File: src/rtl/poly_square_synth.sv
// poly_square_synth: N-voice polyphonic square-wave synthesiser.
// Parsed MIDI channel messages drive a small voice allocator; each active
// voice is a square oscillator. Voices are mixed by velocity and a
// first-order sigma-delta modulator produces the 1-bit buzz output.
module poly_square_synth #(
  parameter int VOICES   = 4,
  parameter int CLK_HZ   = 12000000,
  parameter bit OMNI     = 1'b1,
  parameter int MIDI_CH  = 0,
  parameter int PERIOD_W = 21
) (
  input  logic              clk,
  input  logic              resetq,
  input  logic              msg_valid,
  input  logic [7:0]        msg_status,
  input  logic [7:0]        msg_data1,
  input  logic [7:0]        msg_data2,
  output logic              buzz,
  output logic [VOICES-1:0] voice_active,
  output logic              steal
);

  localparam int PTR_W = (VOICES > 1) ? $clog2(VOICES) : 1;
  localparam int SUM_W = 7 + $clog2(VOICES);
  localparam int ACC_W = SUM_W + 1;
  localparam logic [ACC_W-1:0] FS = ACC_W'(127 * VOICES);

  // Decoded message operation
  localparam logic [1:0] OP_NONE = 2'd0;
  localparam logic [1:0] OP_ON   = 2'd1;
  localparam logic [1:0] OP_OFF  = 2'd2;
  localparam logic [1:0] OP_ALL  = 2'd3;

  // Rescale a 12 MHz octave-0 period to the real clock, rounding to nearest.
  function automatic logic [PERIOD_W-1:0] scale_period(input longint unsigned p12);
    longint unsigned clk_l;
    longint unsigned scaled;
    clk_l  = {32'd0, 32'(CLK_HZ)};
    scaled = (p12 * clk_l + 64'd6000000) / 64'd12000000;
    return PERIOD_W'(scaled);
  endfunction

  // Octave-0 periods (notes 0..11); higher octaves are right shifts.
  localparam logic [PERIOD_W-1:0] P0_TAB [12] = '{
    scale_period(64'd1467776), scale_period(64'd1385392),
    scale_period(64'd1307648), scale_period(64'd1234256),
    scale_period(64'd1164976), scale_period(64'd1099584),
    scale_period(64'd1037872), scale_period(64'd979632),
    scale_period(64'd924640),  scale_period(64'd872752),
    scale_period(64'd823760),  scale_period(64'd777536)
  };

  // Voice state
  logic [VOICES-1:0]   active_q, active_d;
  logic [6:0]          note_q   [VOICES];
  logic [6:0]          note_d   [VOICES];
  logic [6:0]          vel_q    [VOICES];
  logic [6:0]          vel_d    [VOICES];
  logic [PERIOD_W-1:0] period_q [VOICES];
  logic [PERIOD_W-1:0] period_d [VOICES];
  logic [PERIOD_W-1:0] phase_q  [VOICES];
  logic [PERIOD_W-1:0] phase_d  [VOICES];
  logic [PTR_W-1:0]    steal_ptr_q, steal_ptr_d;
  logic                steal_evt_q, steal_evt_d;

  // Modulator and output registers
  logic [SUM_W-1:0]    acc_q, acc_d;
  logic                buzz_q, buzz_d;
  logic [VOICES-1:0]   voice_active_q;
  logic                steal_q;

  // Decode / search / mix nets
  logic [6:0]          note_s;
  logic [6:0]          vel_s;
  logic                ch_ok_s;
  logic [1:0]          op_s;
  logic [3:0]          note_lo_s;
  logic [3:0]          oct_s;
  logic [PERIOD_W-1:0] new_period_s;
  logic [VOICES-1:0]   match_vec_s;
  logic                hit_s;
  logic [PTR_W-1:0]    hit_idx_s;
  logic                free_s;
  logic [PTR_W-1:0]    free_idx_s;
  logic [VOICES-1:0]   sq_s;
  logic [SUM_W-1:0]    sum_s;
  logic [ACC_W-1:0]    t_s;
  logic                unused_s;

  assign note_s   = msg_data1[6:0];
  assign vel_s    = msg_data2[6:0];
  assign unused_s = ^{msg_data1[7], msg_data2[7]};
  assign ch_ok_s  = OMNI || (msg_status[3:0] == 4'(MIDI_CH));

  // Classify the incoming message; anything unrecognised becomes OP_NONE.
  always_comb begin
    op_s = OP_NONE;
    if (msg_valid && ch_ok_s) begin
      case (msg_status[7:4])
        4'h9:    op_s = (vel_s != 7'd0) ? OP_ON : OP_OFF;
        4'h8:    op_s = OP_OFF;
        4'hB:    op_s = (note_s == 7'd123) ? OP_ALL : OP_NONE;
        default: op_s = OP_NONE;
      endcase
    end else begin
      op_s = OP_NONE;
    end
  end

  // Period lookup for the incoming note: octave-0 entry shifted by octave.
  always_comb begin
    note_lo_s    = 4'(note_s % 7'd12);
    oct_s        = 4'(note_s / 7'd12);
    new_period_s = P0_TAB[note_lo_s] >> oct_s;
  end

  // Find voices holding the note and the lowest-index free voice.
  always_comb begin
    match_vec_s = '0;
    hit_s       = 1'b0;
    hit_idx_s   = PTR_W'(0);
    free_s      = 1'b0;
    free_idx_s  = PTR_W'(0);
    for (int i = VOICES - 1; i >= 0; i--) begin
      match_vec_s[i] = active_q[i] && (note_q[i] == note_s);
      hit_s          = hit_s | match_vec_s[i];
      hit_idx_s      = match_vec_s[i] ? PTR_W'(i) : hit_idx_s;
      free_s         = free_s | ~active_q[i];
      free_idx_s     = (~active_q[i]) ? PTR_W'(i) : free_idx_s;
    end
  end

  // Next voice state: free-running oscillators, then the message overrides.
  always_comb begin
    active_d    = active_q;
    steal_ptr_d = steal_ptr_q;
    steal_evt_d = 1'b0;
    for (int v = 0; v < VOICES; v++) begin
      note_d[v]   = note_q[v];
      vel_d[v]    = vel_q[v];
      period_d[v] = period_q[v];
      if (active_q[v]) begin
        phase_d[v] = (phase_q[v] == period_q[v] - PERIOD_W'(1)) ?
                     PERIOD_W'(0) : phase_q[v] + PERIOD_W'(1);
      end else begin
        phase_d[v] = PERIOD_W'(0);
      end
    end
    case (op_s)
      OP_ON: begin
        if (hit_s) begin
          // Retrigger the voice already playing this note
          vel_d[hit_idx_s]   = vel_s;
          phase_d[hit_idx_s] = PERIOD_W'(0);
        end else if (free_s) begin
          active_d[free_idx_s] = 1'b1;
          note_d[free_idx_s]   = note_s;
          vel_d[free_idx_s]    = vel_s;
          period_d[free_idx_s] = new_period_s;
          phase_d[free_idx_s]  = PERIOD_W'(0);
        end else begin
          // All voices busy: round-robin steal
          note_d[steal_ptr_q]   = note_s;
          vel_d[steal_ptr_q]    = vel_s;
          period_d[steal_ptr_q] = new_period_s;
          phase_d[steal_ptr_q]  = PERIOD_W'(0);
          steal_evt_d           = 1'b1;
          steal_ptr_d = (steal_ptr_q == PTR_W'(VOICES - 1)) ?
                        PTR_W'(0) : steal_ptr_q + PTR_W'(1);
        end
      end
      OP_OFF: begin
        active_d = active_q & ~match_vec_s;
        for (int v = 0; v < VOICES; v++) begin
          phase_d[v] = match_vec_s[v] ? PERIOD_W'(0) : phase_d[v];
        end
      end
      OP_ALL: begin
        active_d = '0;
        for (int v = 0; v < VOICES; v++) begin
          phase_d[v] = PERIOD_W'(0);
        end
      end
      default: begin
        active_d = active_q;
      end
    endcase
  end

  // Square outputs and velocity-weighted mix of all sounding voices.
  always_comb begin
    sum_s = SUM_W'(0);
    for (int v = 0; v < VOICES; v++) begin
      sq_s[v] = active_q[v] && (phase_q[v] < (period_q[v] >> 1));
      sum_s   = sum_s + (sq_s[v] ? SUM_W'(vel_q[v]) : SUM_W'(0));
    end
  end

  // First-order sigma-delta: carry out of the accumulator is the output bit.
  always_comb begin
    t_s = ACC_W'(acc_q) + ACC_W'(sum_s);
    if (t_s >= FS) begin
      buzz_d = 1'b1;
      acc_d  = SUM_W'(t_s - FS);
    end else begin
      buzz_d = 1'b0;
      acc_d  = SUM_W'(t_s);
    end
  end

  // Voice state registers; reset takes precedence over any message.
  always_ff @(posedge clk) begin
    if (resetq) begin
      active_q    <= '0;
      steal_ptr_q <= PTR_W'(0);
      steal_evt_q <= 1'b0;
      for (int v = 0; v < VOICES; v++) begin
        note_q[v]   <= 7'd0;
        vel_q[v]    <= 7'd0;
        period_q[v] <= PERIOD_W'(0);
        phase_q[v]  <= PERIOD_W'(0);
      end
    end else begin
      active_q    <= active_d;
      steal_ptr_q <= steal_ptr_d;
      steal_evt_q <= steal_evt_d;
      note_q      <= note_d;
      vel_q       <= vel_d;
      period_q    <= period_d;
      phase_q     <= phase_d;
    end
  end

  // Modulator accumulator and registered outputs.
  always_ff @(posedge clk) begin
    if (resetq) begin
      acc_q          <= SUM_W'(0);
      buzz_q         <= 1'b0;
      voice_active_q <= '0;
      steal_q        <= 1'b0;
    end else begin
      acc_q          <= acc_d;
      buzz_q         <= buzz_d;
      voice_active_q <= active_q;
      steal_q        <= steal_evt_q;
    end
  end

  assign buzz         = buzz_q;
  assign voice_active = voice_active_q;
  assign steal        = steal_q;

endmodule

File: config.mk
export PLATFORM = sky130hd
export DESIGN_NAME = poly_square_synth
export DESIGN_NICKNAME = d
export VERILOG_FILES = /design/src/rtl/poly_square_synth.sv
export SDC_FILE = /design/constraint.sdc
export NUM_CORES = 1
export LEC_CHECK = 0
export ABC_AREA = 1
export CAP_MARGIN = 30
export CORE_UTILIZATION = 58
export DETAILED_ROUTE_END_ITERATION = 10
export GPL_TIMING_DRIVEN = 0
export HOLD_SLACK_MARGIN = 0.08
export PLACE_DENSITY = 0.78
export SLEW_MARGIN = 20
export SYNTH_ARGS = -nofsm -noshare
export SYNTH_HDL_FRONTEND = slang
export SYNTH_SLANG_ARGS = --single-unit
File: constraint.sdc
create_clock -name clk -period 5.4 [get_ports clk]
set_input_delay 1.62 -clock clk [delete_from_list [all_inputs] [get_ports clk]]
set_output_delay 1.62 -clock clk [all_outputs]
set_load 0.01 [all_outputs]
### Word level (Yosys, flattened, before mapping)

Memories as Yosys holds them, arrays and structs flattened.
Index checks and enable logic that the tools add are counted.

* flip-flop bits (word level): 246
* memory bits (read-only): 336
* input port bits: 27
* memories: 1

Memories
* (name not given): depth 16, bits a word 21, rd ports 1, clocked after Yosys merged registers in 0, write ports 0, RTL line 114 `new_period_s = P0_TAB[note_lo_s] >> oct_s;`

* add/subtract/negate cells: 14
* div/mod/pow operators: 2
* $lt $le $gt $ge: 14
* eq/ne operators: 18
* shifts and indexed selects: 1
* muxes and demuxes: 65
* bitwise logic cells: 26
* reductions and logical operators: 18

Operators with widths (number)
* $mux W21: 17
* $and A84 B84 Y84: 3
* $mux W84: 3
* $not A84 Y84: 3
* $pmux W84 S3: 1
* $bwmux W84: 2
* $bwmux W28: 5
* $demux W21 S2: 3
* $add A21 B1 Y21 const B: 4
* $eq A21 B21 Y1: 4
* $lt A21 B20 Y1: 4
* $mux W28: 3
* $sub A21 B1 Y21 const B: 4
* $mux W7: 7
* $demux W7 S2: 3
* $eq A7 B7 Y1: 4
* $mux W2: 12
* $shr A21 B4 Y21: 1
* $eq A4 B4 Y1 const B: 3
* $logic_and A1 B1 Y1: 12
* $pmux W4 S3: 1
* $add A9 B9 Y10: 1
* $ge A10 B9 Y1 const B: 1
* $add A8 B7 Y9: 1
* other kinds (32): 56

### Longest topological paths before layout

* depth in word-level cells: 15
* mapped depth: 33
* gate-level depth less buffers: 33

### Worst setup path after synthesis

No wires, ideal clock.

* path type: register to register
* start point: register period_q[65] in the netlist's numbering
* end point: register acc_q[4]
* arrival: 5371 ps
* data required time: 5330 ps
* path slack: -41 ps
* stages on the path, launching flop included: 30
* clock period less this slack: 5441 ps
* path through: dfxtp_1 -> inv_1 -> ha_1 -> o21a_1 -> o21a_1 -> o21a_1 -> o21a_1 -> o211ai_1 -> nand3_1 -> inv_1 -> nand2_1 -> fa_1 -> inv_1 -> fa_1 -> inv_1 -> fa_1 -> inv_1 -> fa_1 -> xor2_1 -> ha_1 -> inv_1 -> nor2_1 -> nand2_1 -> nor3_1 -> nand2_1 -> nand2_1 -> inv_1 -> o21ai_0 -> nand2_1 -> a21oi_1

* word-level cells in the longest chain between the ends: 9
* elaborated cells between the ends (all ways): 10
* classes of those cells: add/sub: 5; order compare: 2; mux: 2; reduce/logical: 1

RTL lines
* from (decl): RTL line 59 `logic [PERIOD_W-1:0] period_q [VOICES];`
* from (signal assigned): RTL line 229 `period_q <= period_d;`
* $lt A21 B20 Y1 (*): RTL line 194 `sq_s[v] = active_q[v] && (phase_q[v] < (period_q[v] >> 1));`
* $logic_and A1 B1 Y1 (*): RTL line 194
* $mux W7 (*): RTL line 195 `sum_s = sum_s + (sq_s[v] ? SUM_W'(vel_q[v]) : SUM_W'(0));`
* $add A7 B7 Y8 (*): RTL line 195
* $add A8 B7 Y9 (*): RTL line 195
* $add A9 B7 Y9 (*): RTL line 195
* $add A9 B9 Y10 (*): RTL line 201 `t_s = ACC_W'(acc_q) + ACC_W'(sum_s);`
* $sub A9 B9 Y9 / $ge A10 B9 Y1 (equally long branches): RTL line 204, 202
* $mux W9 (*): RTL line 202 `if (t_s >= FS) begin`
* to (signal assigned): RTL line 237 `acc_q <= SUM_W'(0);`
* to (signal assigned): RTL line 242 `acc_q <= acc_d;`
* to (decl): RTL line 67 `logic [SUM_W-1:0] acc_q, acc_d;`

Every way passes the cells marked *; elsewhere a longest branch is shown, timed or not.
A chain may end at the register's enable or synchronous reset.

### Worst setup path after layout

* start point: register phase_q[43] in the netlist's numbering
* end point: register acc_q[5]

* word-level cells in the longest chain between the ends: 9
* elaborated cells between the ends (all ways): 10
* classes of those cells: add/sub: 5; order compare: 2; mux: 2; reduce/logical: 1

RTL lines
* from (decl): RTL line 61 `logic [PERIOD_W-1:0] phase_q [VOICES];`
* from (signal assigned): RTL line 230 `phase_q <= phase_d;`
* $lt A21 B20 Y1 (*): RTL line 194
* $logic_and A1 B1 Y1 (*): RTL line 194
* $mux W7 (*): RTL line 195
* $add A7 B7 Y8 (*): RTL line 195
* $add A8 B7 Y9 (*): RTL line 195
* $add A9 B7 Y9 (*): RTL line 195
* $add A9 B9 Y10 (*): RTL line 201
* $sub A9 B9 Y9 / $ge A10 B9 Y1 (equally long branches): RTL line 204, 202
* $mux W9 (*): RTL line 202

Marked as above.

==> run metrics <==
status=finished with violations; failing checks=setup timing; max-cap violations=0; crit path kind=reg -> reg; antenna violations before repair=0; final period utilization=108.0%; slowest stage cell, crit path=fa_1; Cells after Synth=2,339; FFs w/ async S/R, synth=0%; Slew Limit Fails=0; initial drt markers=1,276; Clock Skew=0.02905 ns; VDD IR max=0.0003041 V; Via density=5.750; maximum operating frequency=171.5 MHz; Avg WL per Cell=17.02 µm; clock latency on the worst-skew pair=0.58 ns; Antenna Cells=0; WP data arrival=6.25 ns; DP HPWL=34.92 mm; TritonCTS clock tree=yes; FF+latch count, synth=246; max incr delay on CP=0.53 ns; Primary FF master, synth=dfxtp_1; largest net degree at the start of global routing=15; CP most frequent cell=o21a_1; LEAKAGE=8.169 nW; worst rel slew slack=47.50%; H-tree depth=1; pre-CTS WS=-0.9085 ns; clk buf depth=3; area of the die=0.02988 mm²; crit path capture type=flip-flop; DRC viols=0; I/O Pins=33; Overflow after GRT=0; Fill cells=2,452; post-synthesis cell type count=63; vias in the first global route=15.19k; min Tclk post-route=5.831 ns; DIE HEIGHT=172.9 µm; Hold Path Cell Cnt=2; Avg Cell Area, Syn=7.239 µm²; Reg2Reg Depth=27; clock-pin slew on the worst setup and hold paths=0.06 ns; Worst Slack Setup Final=-0.4313 ns; first-pass iteration count of the detailed router=5; Synth area leaders=dfxtp_1 29%, ha_1 8.0%, nand2_1 7.3%; total CTS buffers=29; post-synth top area cell=dfxtp_1; Post-synth EDFFs=0; syn_nets=2,494; hold slack=0.4190 ns; vias=16.26k; most frequent cell after synthesis=nand2_1; Hold EP=steal; fraction of layout cells with a size suffix above 1=12.48%; Root Driver=clkbuf_16; die width=172.9 µm; Port Buffers=21; GPL Wtd Cong=0.9912; Post-layout nets=2,576; Seq/Total Area, Yosys=29.08%; antenna-violating nets left=0; Critical Path RT=5.82 ns; Sinks on Clock Net=246; fin util=67.18%; Hold Crit Class=reg -> reg; # rows=62; final hold violation count=0; Mapped Area=0.01693 mm²; RSZ-0062 raised after global routing=yes; Yosys top cell area share=29.08%; Slew @ Worst Pin=0.7677 ns; RR Startpoint=phase_q[43]; synthesis-to-finish area growth=13.88%; final setup vio count=8; Pwr Density=233.7 mW/mm²; Ys Warns=0; Hold Path Origin=steal_evt_q; CTS Hold Bufs=0; Routed WL=48.14 mm; CP Max Fanout=6; slack of the worst reg-to-reg path=-0.43 ns; Initial Util=58.99%; first-pass GRT wire length=76.20 mm; Pwr Total=0.004506 W; synth cell count leaders=328 x nand2_1, 305 x inv_1, 246 x dfxtp_1; Worst setup SP type=flip-flop; Tot GR Track Use=31.11%; reg2reg end=acc_q[5]; Core Region=0.02870 mm²
where the power goes:
| part | switching [W] | total [W] | internal (W) |
|---|---|---|---|
| clock | 0.000821 | 0.00213 | 0.00131 |
| combinational | 0.000397 | 0.000550 | 0.000154 |
| sequential | 0.00000699 | 0.00183 | 0.00182 |
layout by cell type (no fill, tap or decap), drive strengths merged, types with 20 or more instances in the layout:
master	instances
a21oi	188
nand4	56
buf	71
clkbuf	69
nor3	87
ha	108
fa	20
nand3	204
xnor2	73
nand2	347
xor2	138
inv	324
dfxtp	246
clkdlybuf4s50	21
nor2	237
o21ai	151
registers in the layout, indices dropped and copies added (netlist names):
register	flops
phase_q	84
steal_evt_q	1
buzz	1
note_q	28
steal_ptr_q	2
steal	1
period_q	84
voice_active	4
active_q	4
acc_q	9
vel_q	28
worst max-delay path: cells and delay by family (launching register included):
family	cells	cell delay, ns
AND/OR/NAND/NOR	9	1.35
adder cells (fa/ha/maj)	5	2.12
XOR/XNOR	1	0.20
AO/OA/AOI/OAI	7	1.21
flip-flops	1	0.36
buffers and inverters	5	0.43
layer usage:
layer / GRT usage, % / vias up / share of wire, %
met3: 4.024 / 133 / 6.6
met5: 0 / - / 0
met2: 52.34 / 641 / 47
met1: 40.50 / 7626 / 42
met4: 12.17 / 0 / 4.2
li1: - / 7861 / -
logic make-up (layout without fill, tap and decap cells):
family                     Yosys count  count (layout)  synth area share [%]
buffers and inverters              399             504                 9.754
xor gates and xnor gates           211             211                 10.91
adders and majority gates          128             128                 10.35
AOI/OAI and AO/OA                  394             394                 12.69
and+or+nand+nor                    961             961                 27.21
DFF                                246             246                 29.08
metrics by stage:
step,cells,setup TNS (ns),area (µm²)
after floorplan,2339,0,16940
after global placement,2744,-4.679,17630
after detailed placement,2744,-5.736,17630
after CTS,2816,-0.7984,18980
after global routing,2828,-4.489,19280
final,2828,-2.848,19280
worst max-delay path by stage:
| stage | slack, ns | to | startpoint | cells after the start |
|---|---|---|---|---|
| after detailed placement | -0.91 | acc_q[6] | period_q[49] | 28 |
| final | -0.43 | acc_q[5] | phase_q[43] | 27 |
| after CTS | -0.17 | acc_q[6] | phase_q[43] | 26 |
| after floorplan | 0.02 | acc_q[4] | period_q[65] | 29 |
| after global routing | -0.70 | acc_q[2] | period_q[70] | 29 |
| after global placement | -0.79 | acc_q[6] | period_q[49] | 28 |
timing repair:
item	CTS	global route
gates cloned	0	0
buffers inserted	18	12
gates resized for setup	49	53
pin swaps	30	33
endpoints found under the setup margin	8	8
layout make-up:
type                    count  area (µm²)  share of cell area (%)
multi-input cells        1694       10710                   55.55
flip-flops and latches    246        4951                   25.67
inverters                 328        1255                   6.508
clock buffers              39       823.3                   4.269
well taps                 384       480.5                   2.492
repair buffers             51       439.2                   2.277
plain buffers              71       399.1                   2.070
clock inverters            15       222.7                   1.155
Note: power is estimated with default switching activity, not from simulation.
